--- config.mk ---
export PLATFORM = sky130hd
export DESIGN_NAME = fft_ctrl_seq
export DESIGN_NICKNAME = d
export VERILOG_FILES = /design/src/rtl/fft_ctrl_pkg.sv /design/src/rtl/fft_ctrl_dly.sv /design/src/rtl/fft_ctrl_seq.sv
export SDC_FILE = /design/constraint.sdc
export NUM_CORES = 1
export LEC_CHECK = 0
export ABC_AREA = 1
export CORE_UTILIZATION = 40
export DETAILED_ROUTE_END_ITERATION = 8
export SYNTH_ARGS = -nofsm -noshare
export SYNTH_HDL_FRONTEND = slang
export SYNTH_SLANG_ARGS = --single-unit
--- constraint.sdc ---
create_clock -name iCLK -period 4.14 [get_ports iCLK]
set_input_delay 1.242 -clock iCLK [delete_from_list [all_inputs] [get_ports iCLK]]
set_output_delay 1.242 -clock iCLK [all_outputs]
set_load 0.005 [all_outputs]
--- src/rtl/fft_ctrl_pkg.sv ---
// Shared constants, state encoding and digit-sum helper for the 2048-point FFT sequencer.
// Word n lives in bank (digit-sum of n) mod 4, so every butterfly access is conflict-free.
package fft_ctrl_pkg;

    localparam int unsigned N          = 2048;
    localparam int unsigned ADDR_W     = 9;
    localparam int unsigned WORDS      = N / 4;
    localparam int unsigned NUM_STAGES = 6;
    localparam int unsigned R2_STAGE   = NUM_STAGES - 1;

    typedef enum logic [0:0] {
        StIdle,
        StRun
    } fsm_e;

    // Sum of four base-4 digits, wrapped to 2 bits.
    function automatic logic [1:0] digit_sum4(input logic [7:0] v);
        return v[7:6] + v[5:4] + v[3:2] + v[1:0];
    endfunction

endpackage

--- src/rtl/fft_ctrl_dly.sv ---
// Fixed-depth shift register carrying read-side context to the write side of the butterfly.
module fft_ctrl_dly #(
    parameter int unsigned Depth = 4,
    parameter int unsigned Width = 13
) (
    input  logic             clk_i,
    input  logic             rst_ni,
    input  logic [Width-1:0] d_i,
    output logic [Width-1:0] q_o
);

    logic [Width-1:0] pipe_q [Depth];

    always_ff @(posedge clk_i or negedge rst_ni) begin
        if (!rst_ni) begin
            for (int i = 0; i < Depth; i++) begin
                pipe_q[i] <= '0;
            end
        end else begin
            pipe_q[0] <= d_i;
            for (int i = 1; i < Depth; i++) begin
                pipe_q[i] <= pipe_q[i-1];
            end
        end
    end

    assign q_o = pipe_q[Depth-1];

endmodule

--- src/rtl/fft_ctrl_seq.sv ---
// Address/control sequencer for a 2048-point FFT: five radix-4 stages then one dual radix-2 stage,
// ping-ponging between memories A and B.
module fft_ctrl_seq
    import fft_ctrl_pkg::*;
#(
    parameter int unsigned BUT_LAT = 4
) (
    input  logic              iCLK,
    input  logic              iRESET,
    input  logic              iSTART,
    output logic [1:0]        oBANK_RD_ROT,
    output logic [1:0]        oBANK_WR_ROT,
    output logic [ADDR_W-1:0] oADDR_RD_0,
    output logic [ADDR_W-1:0] oADDR_RD_1,
    output logic [ADDR_W-1:0] oADDR_RD_2,
    output logic [ADDR_W-1:0] oADDR_RD_3,
    output logic [ADDR_W-1:0] oADDR_WR,
    output logic [ADDR_W-1:0] oADDR_COEF,
    output logic              oWE_A,
    output logic              oWE_B,
    output logic              oSOURCE_DATA,
    output logic              oSOURCE_CONT,
    output logic              oBUT_TYPE,
    output logic              oRDY
);

    localparam int unsigned Period = WORDS + BUT_LAT;
    localparam int unsigned PhW    = $clog2(Period);
    localparam int unsigned DlyW   = 1 + ADDR_W + 2 + 1;

    fsm_e              state_q, state_d;
    logic [2:0]        stage_q, stage_d;
    logic [PhW-1:0]    ph_q, ph_d;
    logic [ADDR_W-1:0] rd_addr_q [4];
    logic [ADDR_W-1:0] rd_addr_d [4];
    logic [ADDR_W-1:0] c_q, c_d;
    logic [ADDR_W-1:0] coef_q, coef_d;
    logic [1:0]        rot_q, rot_d;
    logic              valid_q, valid_d;
    logic              src_data_q, src_data_d;
    logic              src_cont_q, src_cont_d;
    logic              but_type_q, but_type_d;
    logic              rdy_q, rdy_d;
    logic              run_d, r2_d;

    logic [DlyW-1:0]   wr_ctx;
    logic              wr_valid, wr_par;
    logic [ADDR_W-1:0] wr_c;
    logic [1:0]        wr_rot;

    // Radix-4 operand j reads {t, j, c[7:2]}; radix-2 operand j reads {j[0], c[8:1]}.
    function automatic logic [ADDR_W-1:0] op_addr(input logic r2, input logic [1:0] j,
                                                  input logic [ADDR_W-1:0] c);
        return r2 ? {j[0], c[8:1]} : {c[8], j, c[7:2]};
    endfunction

    always_comb begin
        state_d = state_q;
        stage_d = stage_q;
        ph_d    = ph_q;
        unique case (state_q)
            StIdle: begin
                if (iSTART) begin
                    state_d = StRun;
                    stage_d = '0;
                    ph_d    = '0;
                end
            end
            StRun: begin
                if (ph_q == PhW'(Period - 1)) begin
                    ph_d = '0;
                    if (stage_q == 3'(R2_STAGE)) begin
                        state_d = StIdle;
                        stage_d = '0;
                    end else begin
                        stage_d = stage_q + 3'd1;
                    end
                end else begin
                    ph_d = ph_q + PhW'(1);
                end
            end
            default: state_d = StIdle;
        endcase

        // Registered outputs are derived from the next state so they appear on the same edge.
        run_d      = (state_d == StRun);
        r2_d       = (stage_d == 3'(R2_STAGE));
        valid_d    = run_d && (ph_d < PhW'(WORDS));
        c_d        = valid_d ? ph_d[ADDR_W-1:0] : '0;
        rot_d      = '0;
        coef_d     = '0;
        if (valid_d) begin
            if (r2_d) begin
                rot_d = digit_sum4(c_d[8:1]) + {1'b0, c_d[0]};
            end else begin
                rot_d  = digit_sum4(c_d[7:0]) + {1'b0, c_d[8]};
                coef_d = {1'b0, c_d[7:0]} << {stage_d, 1'b0};
            end
        end
        for (int p = 0; p < 4; p++) begin
            rd_addr_d[p] = valid_d ? op_addr(r2_d, 2'(p) - rot_d, c_d) : '0;
        end
        src_data_d = run_d & stage_d[0];
        src_cont_d = run_d;
        but_type_d = run_d & r2_d;
        rdy_d      = ~run_d;
    end

    always_ff @(posedge iCLK or negedge iRESET) begin
        if (!iRESET) begin
            state_q    <= StIdle;
            stage_q    <= '0;
            ph_q       <= '0;
            for (int p = 0; p < 4; p++) begin
                rd_addr_q[p] <= '0;
            end
            c_q        <= '0;
            coef_q     <= '0;
            rot_q      <= '0;
            valid_q    <= 1'b0;
            src_data_q <= 1'b0;
            src_cont_q <= 1'b0;
            but_type_q <= 1'b0;
            rdy_q      <= 1'b1;
        end else begin
            state_q    <= state_d;
            stage_q    <= stage_d;
            ph_q       <= ph_d;
            for (int p = 0; p < 4; p++) begin
                rd_addr_q[p] <= rd_addr_d[p];
            end
            c_q        <= c_d;
            coef_q     <= coef_d;
            rot_q      <= rot_d;
            valid_q    <= valid_d;
            src_data_q <= src_data_d;
            src_cont_q <= src_cont_d;
            but_type_q <= but_type_d;
            rdy_q      <= rdy_d;
        end
    end

    fft_ctrl_dly #(
        .Depth (BUT_LAT),
        .Width (DlyW)
    ) u_dly (
        .clk_i  (iCLK),
        .rst_ni (iRESET),
        .d_i    ({valid_q, c_q, rot_q, src_data_q}),
        .q_o    (wr_ctx)
    );

    assign {wr_valid, wr_c, wr_rot, wr_par} = wr_ctx;

    assign oBANK_RD_ROT = rot_q;
    assign oADDR_RD_0   = rd_addr_q[0];
    assign oADDR_RD_1   = rd_addr_q[1];
    assign oADDR_RD_2   = rd_addr_q[2];
    assign oADDR_RD_3   = rd_addr_q[3];
    assign oADDR_COEF   = coef_q;
    assign oSOURCE_DATA = src_data_q;
    assign oSOURCE_CONT = src_cont_q;
    assign oBUT_TYPE    = but_type_q;
    assign oRDY         = rdy_q;
    assign oADDR_WR     = wr_c;
    assign oBANK_WR_ROT = wr_rot;
    // Odd stages read B and write A; even stages the reverse.
    assign oWE_A        = wr_valid & wr_par;
    assign oWE_B        = wr_valid & ~wr_par;

endmodule

==> key figures, run 1 <==
Status
  – Status: complete, no violations

Hold path
  – Hold depth: 0
  – Hold Path End: u_dly.q_o[1]$_DFF_PN0_
  – HP Start: u_dly.pipe_q[14]$_DFF_PN0_
  – Hold Path Class: reg -> reg

Placed design
  – Pre-CTS WS: 6.555 ps
  – Post-DP HPWL: 5.828 mm
  – Dpl cell area: 0.004942 sq mm
  – PortBufs: 66
  – Routability cong.: 0.8601

Setup path
  – CP Buf/Inv Count: 5
  – R2R setup slack: 680 ps
  – Setup CP Type: in -> reg
  – Crit-path max FO: 9
  – CP top delay family: adder cells
  – Critical register-to-register path startpoint: oSOURCE_CONT$_DFF_PN0_
  – Worst stage delay on the critical path: 510 ps
  – Crit path cell chain: clkdlybuf4s50_1 -> buf_4 -> nor2_8 -> o21ai_0 -> nor2_1 -> inv_1 -> fa_1 -> fa_1 -> inv_1 -> nor2_1 -> nor2_1 -> nand4_1 -> nand2_1 -> nand2_1 -> nand2_1 -> inv_1
  – CP startpoint kind: input port
  – RR Endpoint: oADDR_RD_0[7]$_DFF_PN0_
  – Worst R2R Path Depth: 15
  – Slowest CP cell: fa_1
  – Req. time, crit path: 4410 ps
  – Critical path arrival: 4040 ps
  – CP Capture Type: register

Yosys
  – Synth top cells by count: 103 x dfrtp_1, 82 x nand2_1, 48 x inv_1
  – Syn nets: 418
  – Synthesis-stage register bit count: 104
  – Number of synthesized flops with an enable pin: 0
  – Syn Inst Count: 410
  – Synth top area cells: dfrtp_1 60%, nand2_1 7.1%, buf_4 6.1%
  – Post-synthesis sequential area ratio: 0.6027
  – Cell with the most instances after synthesis: dfrtp_1
  – Synthesis warning total: 0
  – Async S/R FF share, synth: 1.000
  – Mapped Area: 0.004320 sq mm
  – Cell taking the most area after synthesis: dfrtp_1
  – Share of the synthesized area in the top cell type: 0.5966
  – Mean area per synthesized cell: 10.54 sq um
  – Main synth FF type: dfrtp_1
  – Unique masters post-synth: 39

Clocking
  – Clk buf depth: 2
  – CTS Sinks: 104
  – H-tree depth: 3
  – Clock latency on the worst-skew pair: 360 ps
  – Reg clk slew, reported paths: 100 ps
  – Post_cts resized: 0
  – CTS tree: yes
  – Setup Buffers After CTS: 0
  – CTS root buf: clkbuf_8
  – CTS buffer count: 9
  – Post-CTS Hold Fix Bufs: 0

STA
  – Final WS setup: 369.8 ps
  – Final worst path period need: 3770 ps
  – Maximum clock rate: 265.2 MHz
  – Final Hold Violating Endpoints: 0
  – Tightest Pin Transition: 576.2 ps
  – Finish-stage setup viols: 0
  – Slew Viols, Final: 0
  – Slew HR: 0.6159
  – Setup tns final: 0 ps
  – Period utilisation layout: 0.9107
  – Clock Skews: 10.24 ps
  – RSZ-0062 raised after global routing: no

Route
  – Vias/cell: 4.638
  – # DRC: 0
  – Post-Route WL: 7.809 mm
  – Routed WL per cell: 13.02 um
  – Initial drt markers: 139
  – ANT nets after route: 0
  – Drt pass-1 iters: 4
  – Via count: 2783

Flow run
  – Max-Cap Viols: 0

Power
  – VDD IR-drop max: 0.1435 mV
  – PD cells: 316.2 mW/mm^2
  – Leakage: 2.568 nW

Global routing
  – First-pass GRT wire length: 13.05 mm
  – Vias in the first global route: 2701
  – Initial antenna violation count: 0
  – GR Overflow Total: 0
  – Tot GR Track Use: 0.1523
  – Pin count of the biggest net entering global routing: 39

Cells and area
  – N_diodes: 0
  – Net count, final: 467
  – # fillers: 938
  – Layout cells sized above 1: 0.1573
  – Area delta synth->final: 18.80%
  – Fin area: 0.005132 sq mm

Floorplanning
  – IO Pins: 67
  – Die footprint: 0.01122 sq mm
  – Die Width: 105.9 um
  – Initial Utilization: 0.4148
  – Core area: 0.01042 sq mm
  – Die H: 105.9 um
  – Rows: 37
==> routing by layer <==
metal / vias up / track usage / wire (um)
li1: 1342 / - / -
met1: 1327 / 0.2053 / 3532
met2: 104 / 0.2334 / 3657
met3: 10 / 0.04476 / 495
met4: 0 / 0.05754 / 123
met5: - / 0 / 0
==> cells in the final DEF, fill, tap and decap left out, drive strengths merged, types with 4 or more instances in the layout <==
cell type,synthesis,routed
dfrtp,103,103
nand2,93,93
clkdlybuf4s50,0,65
inv,56,58
nand3,30,30
o21ai,28,28
nor2,28,28
buf,40,14
clkbuf,1,9
nand4,7,7
a21oi,6,6
clkinv,1,5
fa,4,4
nor3,4,4
==> per-stage QoR <==
stage,instances,hold slack (ps),power (mW),util
final,600,351.1,1.623,0.4927
after global routing,600,355.0,1.697,0.4927
after CTS,600,350.1,1.651,0.4927
after detailed placement,584,334.7,1.060,0.4745
after global placement,584,331.4,1.060,0.4745
after floorplan,410,331.2,1.035,-
==> worst max-delay path by stage <==
stage                               to   start  cells after the start
6_report       oADDR_RD_0[7]$_DFF_PN0_  iSTART                     16
5_1_grt        oADDR_RD_0[7]$_DFF_PN0_  iSTART                     16
4_1_cts        oADDR_RD_0[7]$_DFF_PN0_  iSTART                     16
3_5_place_dp   oADDR_RD_0[7]$_DFF_PN0_  iSTART                     16
3_3_place_gp   oADDR_RD_0[7]$_DFF_PN0_  iSTART                     20
2_1_floorplan  oADDR_RD_0[7]$_DFF_PN0_  iSTART                     19
==> report_power, final <==
part           leakage, nW  internal (mW)  total, mW  switching [mW]
clock               0.0945          0.231      0.585           0.354
combinational         1.24        0.00330     0.0231          0.0198
sequential            1.23           1.01       1.01               0
==> state kept, by name, indices dropped and copies added, names as in the netlist, 2 cells and up <==
| signal | flops |
|---|---|
| oADDR_RD_2 | 2 |
| oADDR_RD_0 | 2 |
| oADDR_RD_1 | 2 |
| ph_q | 10 |
| oADDR_RD_3 | 8 |
| oADDR_COEF | 9 |
| c_q | 9 |
| u_dly.q_o | 13 |
| u_dly.pipe_q | 39 |
| oBANK_RD_ROT | 2 |
| stage_q | 3 |
==> layout make-up <==
type	instances	area (sq um)	area share
clock inverters	7	66.31	0.01292
flip-flops and latches	104	2604	0.5073
repair buffers	79	768.2	0.1497
clock buffers	9	123.9	0.02413
inverters	57	219.0	0.04266
well taps	136	170.2	0.03315
multi-input cells	208	1181	0.2301
==> logic make-up (layout without fill, tap and decap cells) <==
logic type | after synthesis | in the layout | synth area share
AOI/OAI and AO/OA | 39 | 39 | 0.05242
xor gates and xnor gates | 1 | 1 | 0.002028
adders and majority gates | 5 | 5 | 0.02143
buffers and inverters | 98 | 152 | 0.1239
DFF | 104 | 104 | 0.6027
and+or+nand+nor | 163 | 163 | 0.1975
(Power assumes the default switching activity.)
==> inputs of run 2 (changes only) <==
--- a/config.mk
+++ b/config.mk
@@ -7,7 +7,9 @@
 export LEC_CHECK = 0
 export ABC_AREA = 1
 export CORE_UTILIZATION = 40
+export CTS_BUF_LIST = sky130_fd_sc_hd__clkbuf_4 sky130_fd_sc_hd__clkbuf_8
 export DETAILED_ROUTE_END_ITERATION = 8
+export GPL_ROUTABILITY_DRIVEN = 0
 export SYNTH_ARGS = -nofsm -noshare
 export SYNTH_HDL_FRONTEND = slang
 export SYNTH_SLANG_ARGS = --single-unit
==> results of run 2 <==
The final DEF is identical to that of run 1; final timing and power are the same.
==> inputs of run 3 (changes only) <==
--- a/config.mk
+++ b/config.mk
@@ -10,6 +10,7 @@
 export CTS_BUF_LIST = sky130_fd_sc_hd__clkbuf_4 sky130_fd_sc_hd__clkbuf_8
 export DETAILED_ROUTE_END_ITERATION = 8
 export GPL_ROUTABILITY_DRIVEN = 0
+export SETUP_SLACK_MARGIN = 0.3
 export SYNTH_ARGS = -nofsm -noshare
 export SYNTH_HDL_FRONTEND = slang
 export SYNTH_SLANG_ARGS = --single-unit
==> key figures, run 3 (synthesized netlist as in run 1, its figures left out) <==
Status
  – Status: complete, no violations

Global routing
  – Tot GR Track Use: 0.1523
  – Vias in the first global route: 2701
  – Pin count of the biggest net entering global routing: 39
  – Initial antenna violation count: 0
  – First-pass GRT wire length: 13.05 mm
  – GR Overflow Total: 0

Cells and area
  – Net count, final: 473
  – Layout cells sized above 1: 0.1894
  – Largest Register: u_dly.pipe_q
  – Final std cells w/o fill: 606
  – Area delta synth->final: 20.62%
  – # fillers: 930
  – Max FFs per register: 39
  – Most common cell after layout, fill and taps aside: dfrtp_1
  – Most frequent cells in the layout: 103 x dfrtp_1, 80 x nand2_1, 64 x clkdlybuf4s50_1, 46 x inv_1, 22 x o21ai_0
  – N_diodes: 0

Route
  – ANT nets after route: 0
  – Routed WL per cell: 13.25 um
  – Initial drt markers: 152
  – Via count: 2822
  – # DRC: 0
  – Post-Route WL: 8.027 mm
  – Vias/cell: 4.657
  – Drt pass-1 iters: 4

Setup path
  – Crit path cell chain: inv_1 -> o21ai_0 -> o21ai_2 -> nor2_2 -> inv_2 -> fa_1 -> fa_2 -> nand2_1 -> nand2_1 -> nor2_2 -> nand4_1 -> nand2_1 -> nand2_1 -> nand2_1 -> inv_1
  – R2R setup slack: 650 ps
  – Most Frequent Cell on Critical Path: nand2_1
  – Crit-path max FO: 12
  – Req. time, crit path: 4410 ps
  – Slowest CP cell: dfrtp_1
  – Worst Setup SP: oSOURCE_CONT$_DFF_PN0_
  – Critical path arrival: 3760 ps
  – CP Capture Type: register
  – Critical register-to-register path startpoint: oSOURCE_CONT$_DFF_PN0_
  – CP startpoint kind: register
  – Worst stage delay on the critical path: 720 ps
  – Setup CP Type: reg -> reg

STA
  – Final worst path period need: 3494 ps
  – Period utilisation layout: 0.8439
  – Tightest Pin Transition: 572.4 ps
  – Finish-stage setup viols: 0
  – Final WS setup: 646.1 ps
  – Clock Skews: 9.636 ps
  – Maximum clock rate: 286.2 MHz
  – RSZ-0062 raised after global routing: no
  – Slew HR: 0.6184
  – Final Hold Violating Endpoints: 0
  – Slew Viols, Final: 0
  – Setup tns final: 0 ps

Floorplanning
  – Initial Utilization: 0.4148
  – Die Width: 105.9 um
  – IO Pins: 67
  – Die footprint: 0.01122 sq mm
  – Die H: 105.9 um
  – Core area: 0.01042 sq mm
  – Rows: 37

Flow run
  – Max-Cap Viols: 0

Clocking
  – H-tree depth: 3
  – CTS buffer count: 9
  – CTS root buf: clkbuf_8
  – Clk buf depth: 2
  – CTS Sinks: 104
  – CTS tree: yes
  – Reg clk slew, reported paths: 110 ps
  – Clock latency on the worst-skew pair: 360 ps

Power
  – Seq pwr share: 0.626
  – Int Pwr: 1.249 mW
  – Gate power share: 0.014
  – PD cells: 310.9 mW/mm^2
  – P_sw: 0.3714 mW
  – Leakage: 2.608 nW
  – Switching Fraction: 0.2292
  – VDD IR-drop max: 0.1438 mV
  – Clock share of power: 0.359

Placed design
  – Pre-CTS WS: 6.555 ps
  – PortBufs: 66
  – Cell count after placement: 584
  – Post-DP HPWL: 5.828 mm

Hold path
  – Hold Path Class: reg -> reg
  – HP Start: u_dly.pipe_q[43]$_DFF_PN0_
==> run 3: cell types whose count changed in the layout (fill, tap and decap cells not counted), moves of 2 or more <==
cell	change
nand2_2	+2
buf_4	+4
nor2_2	+3
nor2_1	-3
inv_2	+2
fa_2	+2
nand2_1	-2
inv_1	-2
fa_1	-2
==> run 3: metrics by stage <==
stage	instance area (sq um)	util	power, mW	hold slack (ps)
4_1_cts	5132	0.4927	1.651	350.1
3_3_place_gp	4942	0.4745	1.060	331.4
2_1_floorplan	4320	-	1.035	331.2
5_1_grt	5211	0.5003	1.695	355.0
6_report	5211	0.5003	1.620	352.2
3_5_place_dp	4942	0.4745	1.060	334.7
==> run 3: routing by layer <==
layer	wire (um)	up-vias	global-route usage
met4	142	0	0.05754
met5	0	-	0
met3	429	14	0.04476
met1	3656	1341	0.2053
li1	-	1358	-
met2	3798	109	0.2334
==> run 3: what timing repair did <==
item / CTS / global route
setup endpoints to repair: 0 / 5
gates resized for setup: 0 / 12
hold buffers: 0 / 0
setup buffers: 0 / 6
==> run 3: power by group through the flow <==
stage	Clock (mW)	Combinational [mW]	Sequential (mW)
final	0.582	0.0230	1.01
after global routing	0.652	0.0278	1.02
after CTS	0.611	0.0251	1.02
after detailed placement	0	0.0250	1.04
after global placement	0	0.0245	1.04
after floorplan	0	0.0000253	1.04
==> run 3: worst paths after layout <==
check,endpoint,cells past startpoint
setup reg to reg,oADDR_RD_0[7]$_DFF_PN0_,15
hold / removal,u_dly.pipe_q[30]$_DFF_PN0_,0
max in group asynchronous,oRDY$_DFF_PN1_,2
setup / recovery,oADDR_RD_0[7]$_DFF_PN0_,15
min in group asynchronous,u_dly.q_o[0]$_DFF_PN0_,1
hold reg to reg,u_dly.pipe_q[30]$_DFF_PN0_,0
==> run 3: layout make-up <==
class / count / area (sq um) / area share
Inverter: 57 / 219.0 / 0.04202
Tap cell: 136 / 170.2 / 0.03265
Multi-Input combinational cell: 208 / 1202 / 0.2307
Clock inverter: 7 / 66.31 / 0.01273
Sequential cell: 104 / 2604 / 0.4996
Clock buffer: 9 / 123.9 / 0.02377
Timing Repair Buffer: 85 / 825.8 / 0.1585
==> run 3: critical path, delay by kind of cell (launching register included) <==
kind	cells	cell delay, ps
AOI/OAI and AO/OA	2	440
buffers and inverters	3	410
DFF	1	720
adders and majority gates	2	1020
and+or+nand+nor	8	820
